[src/rtl/s2mm_ring_writer.sv]
// s2mm_ring_writer: AXI4-Stream -> FWFT FIFO -> fixed-length AXI4 INCR bursts into a DDR ring.
// Optional build macro S2MM_DROP_ON_FULL_EN: discard beats while full and count them in drop_count.
module s2mm_ring_writer #(
   parameter int ADDR_WIDTH      = 32,
   parameter int AXI_ID_WIDTH    = 6,
   parameter int DATA_WIDTH      = 64,
   parameter int BURST_LEN       = 16,
   parameter int FIFO_DEPTH      = 64,
   parameter int MAX_OUTSTANDING = 4
) (
   input  logic                      aclk,
   input  logic                      areset,
   input  logic                      enable,
   input  logic [ADDR_WIDTH-1:0]     cfg_base,
   input  logic [ADDR_WIDTH-1:0]     cfg_size,
   output logic [ADDR_WIDTH-1:0]     wr_ptr,
   output logic [31:0]               bursts_done,
   output logic                      resp_err,
   output logic                      overflow,
`ifdef S2MM_DROP_ON_FULL_EN
   output logic [31:0]               drop_count,
`endif
   input  logic [DATA_WIDTH-1:0]     s_axis_tdata,
   input  logic                      s_axis_tvalid,
   output logic                      s_axis_tready,
   output logic [AXI_ID_WIDTH-1:0]   m_axi_awid,
   output logic [ADDR_WIDTH-1:0]     m_axi_awaddr,
   output logic [7:0]                m_axi_awlen,
   output logic [2:0]                m_axi_awsize,
   output logic [1:0]                m_axi_awburst,
   output logic [3:0]                m_axi_awcache,
   output logic [2:0]                m_axi_awprot,
   output logic                      m_axi_awvalid,
   input  logic                      m_axi_awready,
   output logic [DATA_WIDTH-1:0]     m_axi_wdata,
   output logic [DATA_WIDTH/8-1:0]   m_axi_wstrb,
   output logic                      m_axi_wlast,
   output logic                      m_axi_wvalid,
   input  logic                      m_axi_wready,
   input  logic [1:0]                m_axi_bresp,
   input  logic                      m_axi_bvalid,
   output logic                      m_axi_bready
);

   localparam int LW = $clog2(FIFO_DEPTH);
   localparam logic [ADDR_WIDTH:0] BYTES = (ADDR_WIDTH+1)'(BURST_LEN * DATA_WIDTH / 8);
   localparam logic [LW:0] LVL_FULL  = (LW+1)'(FIFO_DEPTH);
   localparam logic [LW:0] LVL_BURST = (LW+1)'(BURST_LEN);
   localparam logic [4:0]  BEAT_LAST = 5'(BURST_LEN - 1);
   localparam logic [3:0]  OUT_MAX   = 4'(MAX_OUTSTANDING);

   typedef enum logic [1:0] {IDLE, ADDR, DATA} state_t;

   logic [DATA_WIDTH-1:0] mem_q [FIFO_DEPTH];
   logic [LW-1:0]         wa_q, ra_q;
   logic [LW:0]           level_q;
   logic                  full, push, pop;

   state_t                state_q;
   logic                  awvalid_q, wvalid_q, enable_q;
   logic [ADDR_WIDTH-1:0] awaddr_q, size_q, wr_ptr_q;
   logic [4:0]            beat_q;
   logic [3:0]            outst_q;
   logic [31:0]           bursts_q, drop_q;
   logic                  err_q, ovf_q;

   logic [ADDR_WIDTH:0]   ptr_sum_d;
   logic [ADDR_WIDTH-1:0] ptr_adv_d, ptr_base_d;
   logic                  en_rise, clr, start_d, aw_hs, b_ok, wlast;

   assign full    = (level_q == LVL_FULL);
   assign push    = s_axis_tvalid & ~full;
   assign pop     = wvalid_q & m_axi_wready;
   assign en_rise = enable & ~enable_q;
   assign clr     = en_rise & (state_q == IDLE);
   assign start_d = enable & (level_q >= LVL_BURST) & (outst_q < OUT_MAX);
   assign aw_hs   = awvalid_q & m_axi_awready;
   assign b_ok    = m_axi_bvalid & (outst_q != 4'd0);
   assign wlast   = wvalid_q & (beat_q == BEAT_LAST);

   // Ring pointer advance with wrap, computed one bit wider to catch carry-out
   always_comb begin
      ptr_sum_d  = {1'b0, wr_ptr_q} + BYTES;
      ptr_adv_d  = ptr_sum_d[ADDR_WIDTH-1:0];
      if (ptr_sum_d >= {1'b0, size_q}) ptr_adv_d = '0;
      ptr_base_d = en_rise ? '0 : wr_ptr_q;
   end

   // FIFO storage; no reset needed since pointers define validity
   always_ff @(posedge aclk) begin
      if (push) mem_q[wa_q] <= s_axis_tdata;
   end

   // FIFO pointers and occupancy
   always_ff @(posedge aclk or posedge areset) begin
      if (areset) begin
         wa_q    <= '0;
         ra_q    <= '0;
         level_q <= '0;
      end else begin
         if (push) wa_q <= wa_q + 1'b1;
         if (pop)  ra_q <= ra_q + 1'b1;
         unique case ({push, pop})
            2'b10:   level_q <= level_q + 1'b1;
            2'b01:   level_q <= level_q - 1'b1;
            default: level_q <= level_q;
         endcase
      end
   end

   // Burst FSM: one AW then exactly BURST_LEN W beats, ring pointer moves on wlast
   always_ff @(posedge aclk or posedge areset) begin
      if (areset) begin
         state_q   <= IDLE;
         awvalid_q <= 1'b0;
         wvalid_q  <= 1'b0;
         awaddr_q  <= '0;
         size_q    <= '0;
         wr_ptr_q  <= '0;
         beat_q    <= '0;
      end else begin
         unique case (state_q)
            IDLE: begin
               if (en_rise) wr_ptr_q <= '0;
               if (start_d) begin
                  state_q   <= ADDR;
                  awvalid_q <= 1'b1;
                  awaddr_q  <= cfg_base + ptr_base_d;
                  size_q    <= cfg_size;
               end
            end
            ADDR: begin
               beat_q <= '0;
               if (m_axi_awready) begin
                  state_q   <= DATA;
                  awvalid_q <= 1'b0;
                  wvalid_q  <= 1'b1;
               end
            end
            DATA: begin
               if (m_axi_wready) begin
                  beat_q <= beat_q + 1'b1;
                  if (wlast) begin
                     state_q  <= IDLE;
                     wvalid_q <= 1'b0;
                     wr_ptr_q <= ptr_adv_d;
                  end
               end
            end
            default: state_q <= IDLE;
         endcase
      end
   end

   // Outstanding-response tracking and sticky status, cleared on enable rising from IDLE
   always_ff @(posedge aclk or posedge areset) begin
      if (areset) begin
         enable_q <= 1'b0;
         outst_q  <= '0;
         bursts_q <= '0;
         drop_q   <= '0;
         err_q    <= 1'b0;
         ovf_q    <= 1'b0;
      end else begin
         enable_q <= enable;
         unique case ({aw_hs, b_ok})
            2'b10:   outst_q <= outst_q + 1'b1;
            2'b01:   outst_q <= outst_q - 1'b1;
            default: outst_q <= outst_q;
         endcase
         if (clr) begin
            bursts_q <= '0;
            drop_q   <= '0;
            err_q    <= 1'b0;
            ovf_q    <= 1'b0;
         end else begin
            if (m_axi_bvalid) bursts_q <= bursts_q + 1'b1;
            if (m_axi_bvalid && m_axi_bresp != 2'b00) err_q <= 1'b1;
            if (s_axis_tvalid && full) begin
               ovf_q  <= 1'b1;
               drop_q <= drop_q + 1'b1;
            end
         end
      end
   end

`ifdef S2MM_DROP_ON_FULL_EN
   assign s_axis_tready = 1'b1;
   assign drop_count    = drop_q;
`else
   assign s_axis_tready = ~full;
   logic unused_drop;
   assign unused_drop   = ^drop_q;
`endif

   assign wr_ptr        = wr_ptr_q;
   assign bursts_done   = bursts_q;
   assign resp_err      = err_q;
   assign overflow      = ovf_q;
   assign m_axi_awid    = '1;
   assign m_axi_awaddr  = awaddr_q;
   assign m_axi_awlen   = 8'(BURST_LEN - 1);
   assign m_axi_awsize  = 3'($clog2(DATA_WIDTH / 8));
   assign m_axi_awburst = 2'b01;
   assign m_axi_awcache = 4'b0011;
   assign m_axi_awprot  = 3'b000;
   assign m_axi_awvalid = awvalid_q;
   assign m_axi_wdata   = mem_q[ra_q];
   assign m_axi_wstrb   = '1;
   assign m_axi_wlast   = wlast;
   assign m_axi_wvalid  = wvalid_q;
   assign m_axi_bready  = 1'b1;

endmodule
[config.mk]
export PLATFORM = sky130hd
export DESIGN_NAME = s2mm_ring_writer
export DESIGN_NICKNAME = d
export VERILOG_FILES = /design/src/rtl/s2mm_ring_writer.sv
export SDC_FILE = /design/constraint.sdc
export NUM_CORES = 2
export LEC_CHECK = 0
export ABC_AREA = 1
export CORE_MARGIN = 5
export CORE_UTILIZATION = 60
export DETAILED_ROUTE_END_ITERATION = 10
export PLACE_DENSITY_LB_ADDON = 0.1
export REMOVE_ABC_BUFFERS = 1
export SKIP_CTS_REPAIR_TIMING = 1
export SYNTH_ARGS = -nofsm -noshare
export SYNTH_HDL_FRONTEND = slang
export SYNTH_SLANG_ARGS = --single-unit
[constraint.sdc]
create_clock -name aclk -period 6.5 [get_ports aclk]
set_input_delay 0.975 -clock aclk [delete_from_list [all_inputs] [get_ports aclk]]
set_output_delay 0.975 -clock aclk [all_outputs]
set_load 0.005 [all_outputs]
==> impl_metrics.py <==
metrics = {
    "pwr": {
        "vdd_drop_max_mv": 0.4891,
        "p_leak_nw": 61.18,
        "power_density_nw_per_um2": 430.3,
        "total_power_mw": 82.01,
    },
    "floorplan": {
        "die_area_um2": 294400,
        "start_util_pct": 60.28,
        "top_level_ports": 338,
        "core-area_um2": 282300,
        "die_y_um": 542.6,
        "rows": 195,
        "fp.dieW_um": 542.6,
    },
    "layout": {
        "drive_gt1_share_pct": 7.847,
        "final_cell_mix": "4,096 x edfxtp_1, 2,237 x nor2_1, 2,111 x o21ai_0, 576 x o221ai_1, 528 x nand3_1",
        "area_growth_pct": 11.99,
        "layout_commonest_cell": "edfxtp_1",
        "nets": 13060,
    },
    "setup_path": {
        "cp_cell_sequence": "buf_12, buf_4, o21ai_0, o22ai_1, o211ai_1, nand3_1, nand3_1, nand2_1, clkdlybuf4s50_1",
        "criticalPathCategory": "register to output port",
        "slowest_delay_ns": 0.92,
        "end_kind": "output port",
        "start_kind": "register",
        "r2r-end": "wr_ptr[30]",
        "r2r_slack_ns": 2.11,
        "worstPathArrival_ns": 4.91,
        "rr_worst_depth": 19,
        "cpMostUsedCell": "nand3_1",
        "reg2reg_from": "wr_ptr[7]",
        "cp_max_fo": 215,
        "cp.required_ns": 5.52,
        "slowest_stage": "dfrtp_4",
        "setup.worst_path.start": "ra_q[0]",
    },
    "yosys": {
        "yosys_most_used_dff": "edfxtp_1",
        "syn-mean-instance-area_um2": 13.34,
        "synth-seq-area-share_pct": 74.68,
        "synth_edf_count": 4096,
        "netlist_area_um2": 170200,
        "async_flop_share_pct": 3.827,
        "ys_types": 48,
        "ys_ff_latch": 4259,
        "syn_inst": 12750,
        "yosys_warnings": 0,
    },
    "routing": {
        "routedWlPerCell_um": 30.89,
        "post_drt_via_cell_ratio": 6.784,
        "drc_errors": 0,
        "vias": 115000,
        "drt_iter0_drc": 17140,
        "routed_wl_mm": 523.4,
        "antenna_left": 0,
        "first_pass_iters": 8,
    },
    "global_route": {
        "track_usage_pct": 34.83,
        "grt.overflow.total": 0,
        "grt_first_pass_wirelength_mm": 751.4,
        "grt_pass1_vias": 109000,
        "antenna_found_initial": 18,
        "grt_max_degree": 216,
    },
    "job": {
        "cap_violations": 0,
    },
    "sta": {
        "tightest_slew_ns": 1.360,
        "finalSetupTns_ns": 0,
        "fin_crit_sh_pct": 90.58,
        "clock.fmax_mhz": 169.9,
        "finalMaxSlewViolations": 0,
        "slew_headroom_pct": 9.317,
        "finalClockSkew_ns": 0.06511,
        "hold_viol_final": 0,
        "whs_ns": 0.4362,
        "rsz0062_at_grt": "no",
        "period_minus_slack_ns": 5.887,
        "setup_viol": 0,
    },
    "placed_design": {
        "place.port_buffers": 302,
        "dp_hpwl_mm": 258.0,
        "gp_congestion": 0.9009,
    },
    "clocking": {
        "root_buffer": "clkbuf_16",
        "clock_latency_ns": 0.98,
        "path_clk_slew_ns": 0.06,
        "cts.path.max_buffers": 4,
        "cts_max_level": 5,
        "cts_tree": "done",
        "cts_num_sinks": 4259,
        "numCtsBuffers": 419,
    },
    "status": {
        "status": "finished clean",
    },
    "min_path": {
        "min_path_type": "input port to async pin",
    },
}
synth_stat cells (4+ instances only):
library cell / count / area, µm²
nor3_1: 42 / 210.2
or2_2: 4 / 25.02
o22ai_1: 452 / 2828
o21ai_1: 34 / 170.2
nand2_1: 468 / 1757
nand3b_1: 8 / 60.06
nand3_1: 528 / 2643
a31oi_1: 5 / 31.28
buf_2: 222 / 1111
o21a_1: 4 / 30.03
and3_1: 5 / 31.28
o21ai_0: 2111 / 10570
edfxtp_1: 4096 / 123000
o21ai_2: 19 / 166.4
dfrtp_1: 163 / 4079
buf_6: 13 / 146.4
nor2_2: 5 / 31.28
o31ai_1: 5 / 37.54
xor2_1: 41 / 359.1
xnor2_1: 11 / 96.34
nor2_1: 2299 / 8630
ha_1: 78 / 975.9
a21oi_1: 77 / 385.4
nand4_1: 37 / 231.5
buf_1: 25 / 93.84
a21o_1: 5 / 37.54
inv_1: 236 / 885.9
clkbuf_1: 635 / 2384
o221ai_1: 576 / 5045
o211ai_1: 448 / 3363
o21bai_1: 6 / 45.04
nor4_1: 8 / 50.05
buf_4: 62 / 465.5
area by class of cell:
cell class / count / area [µm²]
Sequential cell: 4259 / 127100
Fill cell: 19360 / 91720
Multi-Input combinational cell: 7328 / 38580
Clock buffer: 515 / 11090
Timing Repair Buffer: 597 / 5988
Tap cell: 3743 / 4683
Clock inverter: 249 / 2135
Inverter: 241 / 969.7
Antenna cell: 13 / 32.53
logic make-up after synthesis:
group                      synth area share [%]
adders and majority gates                0.6088
AOI/OAI and AO/OA                         13.37
other                                  0.004413
buffers and inverters                     3.002
DFF                                       74.68
xor gates and xnor gates                 0.2676
and+or+nand+nor                           8.067
stage by stage:
step / util (%) / instances / setup WS (ns) / instance area, µm²
after detailed placement: 62.82 / 16170 / 1.731 / 177300
after global placement: 62.82 / 16170 / 1.787 / 177300
after CTS: 67.50 / 16930 / 0.6735 / 190500
after global routing: 67.50 / 16940 / 0.4562 / 190600
final: 67.51 / 16950 / 0.6126 / 190600
after floorplan: - / 11830 / -97.88 / 166100
flip-flops by register name, summed over array words and instances (netlist names), 2 cells and up:
name and flops:
beat_q 5, ra_q 6, level_q 7, mem_q 4096, state_q 2, bursts_done 32, outst_q 4, size_q 32
wa_q 6, wr_ptr 32, m_axi_awaddr 32
metal layers:
metal	track usage (%)	up-vias	part of all wire [%]
met4	16.13	4	5.3
met1	48.71	57000	37
met5	0	-	0.0042
li1	-	48510	-
met2	53.96	7949	46
met3	6.367	1493	12
worst max-delay path by stage:
stage,endpoint,cells past startpoint
after CTS,m_axi_wdata[3],9
final,m_axi_wdata[43],9
after floorplan,m_axi_wdata[0],7
after global placement,m_axi_wdata[19],9
after detailed placement,m_axi_wdata[3],9
after global routing,m_axi_wdata[24],9
critical path: cells and delay by family, from the launching register on:
family                 cells  cell delay (ns)
AO/OA/AOI/OAI              3             0.52
flip-flops                 1             0.92
AND/OR/NAND/NOR            3             0.46
buffers and inverters      3             1.67
where the power goes:
part / switching (mW) / internal [mW]
clock: 10.3 / 13.3
sequential: 0.778 / 31.3
combinational: 18.4 / 7.84
total: 29.5 / 52.5
No activity file was read; power rests on OpenSTA's default activity.
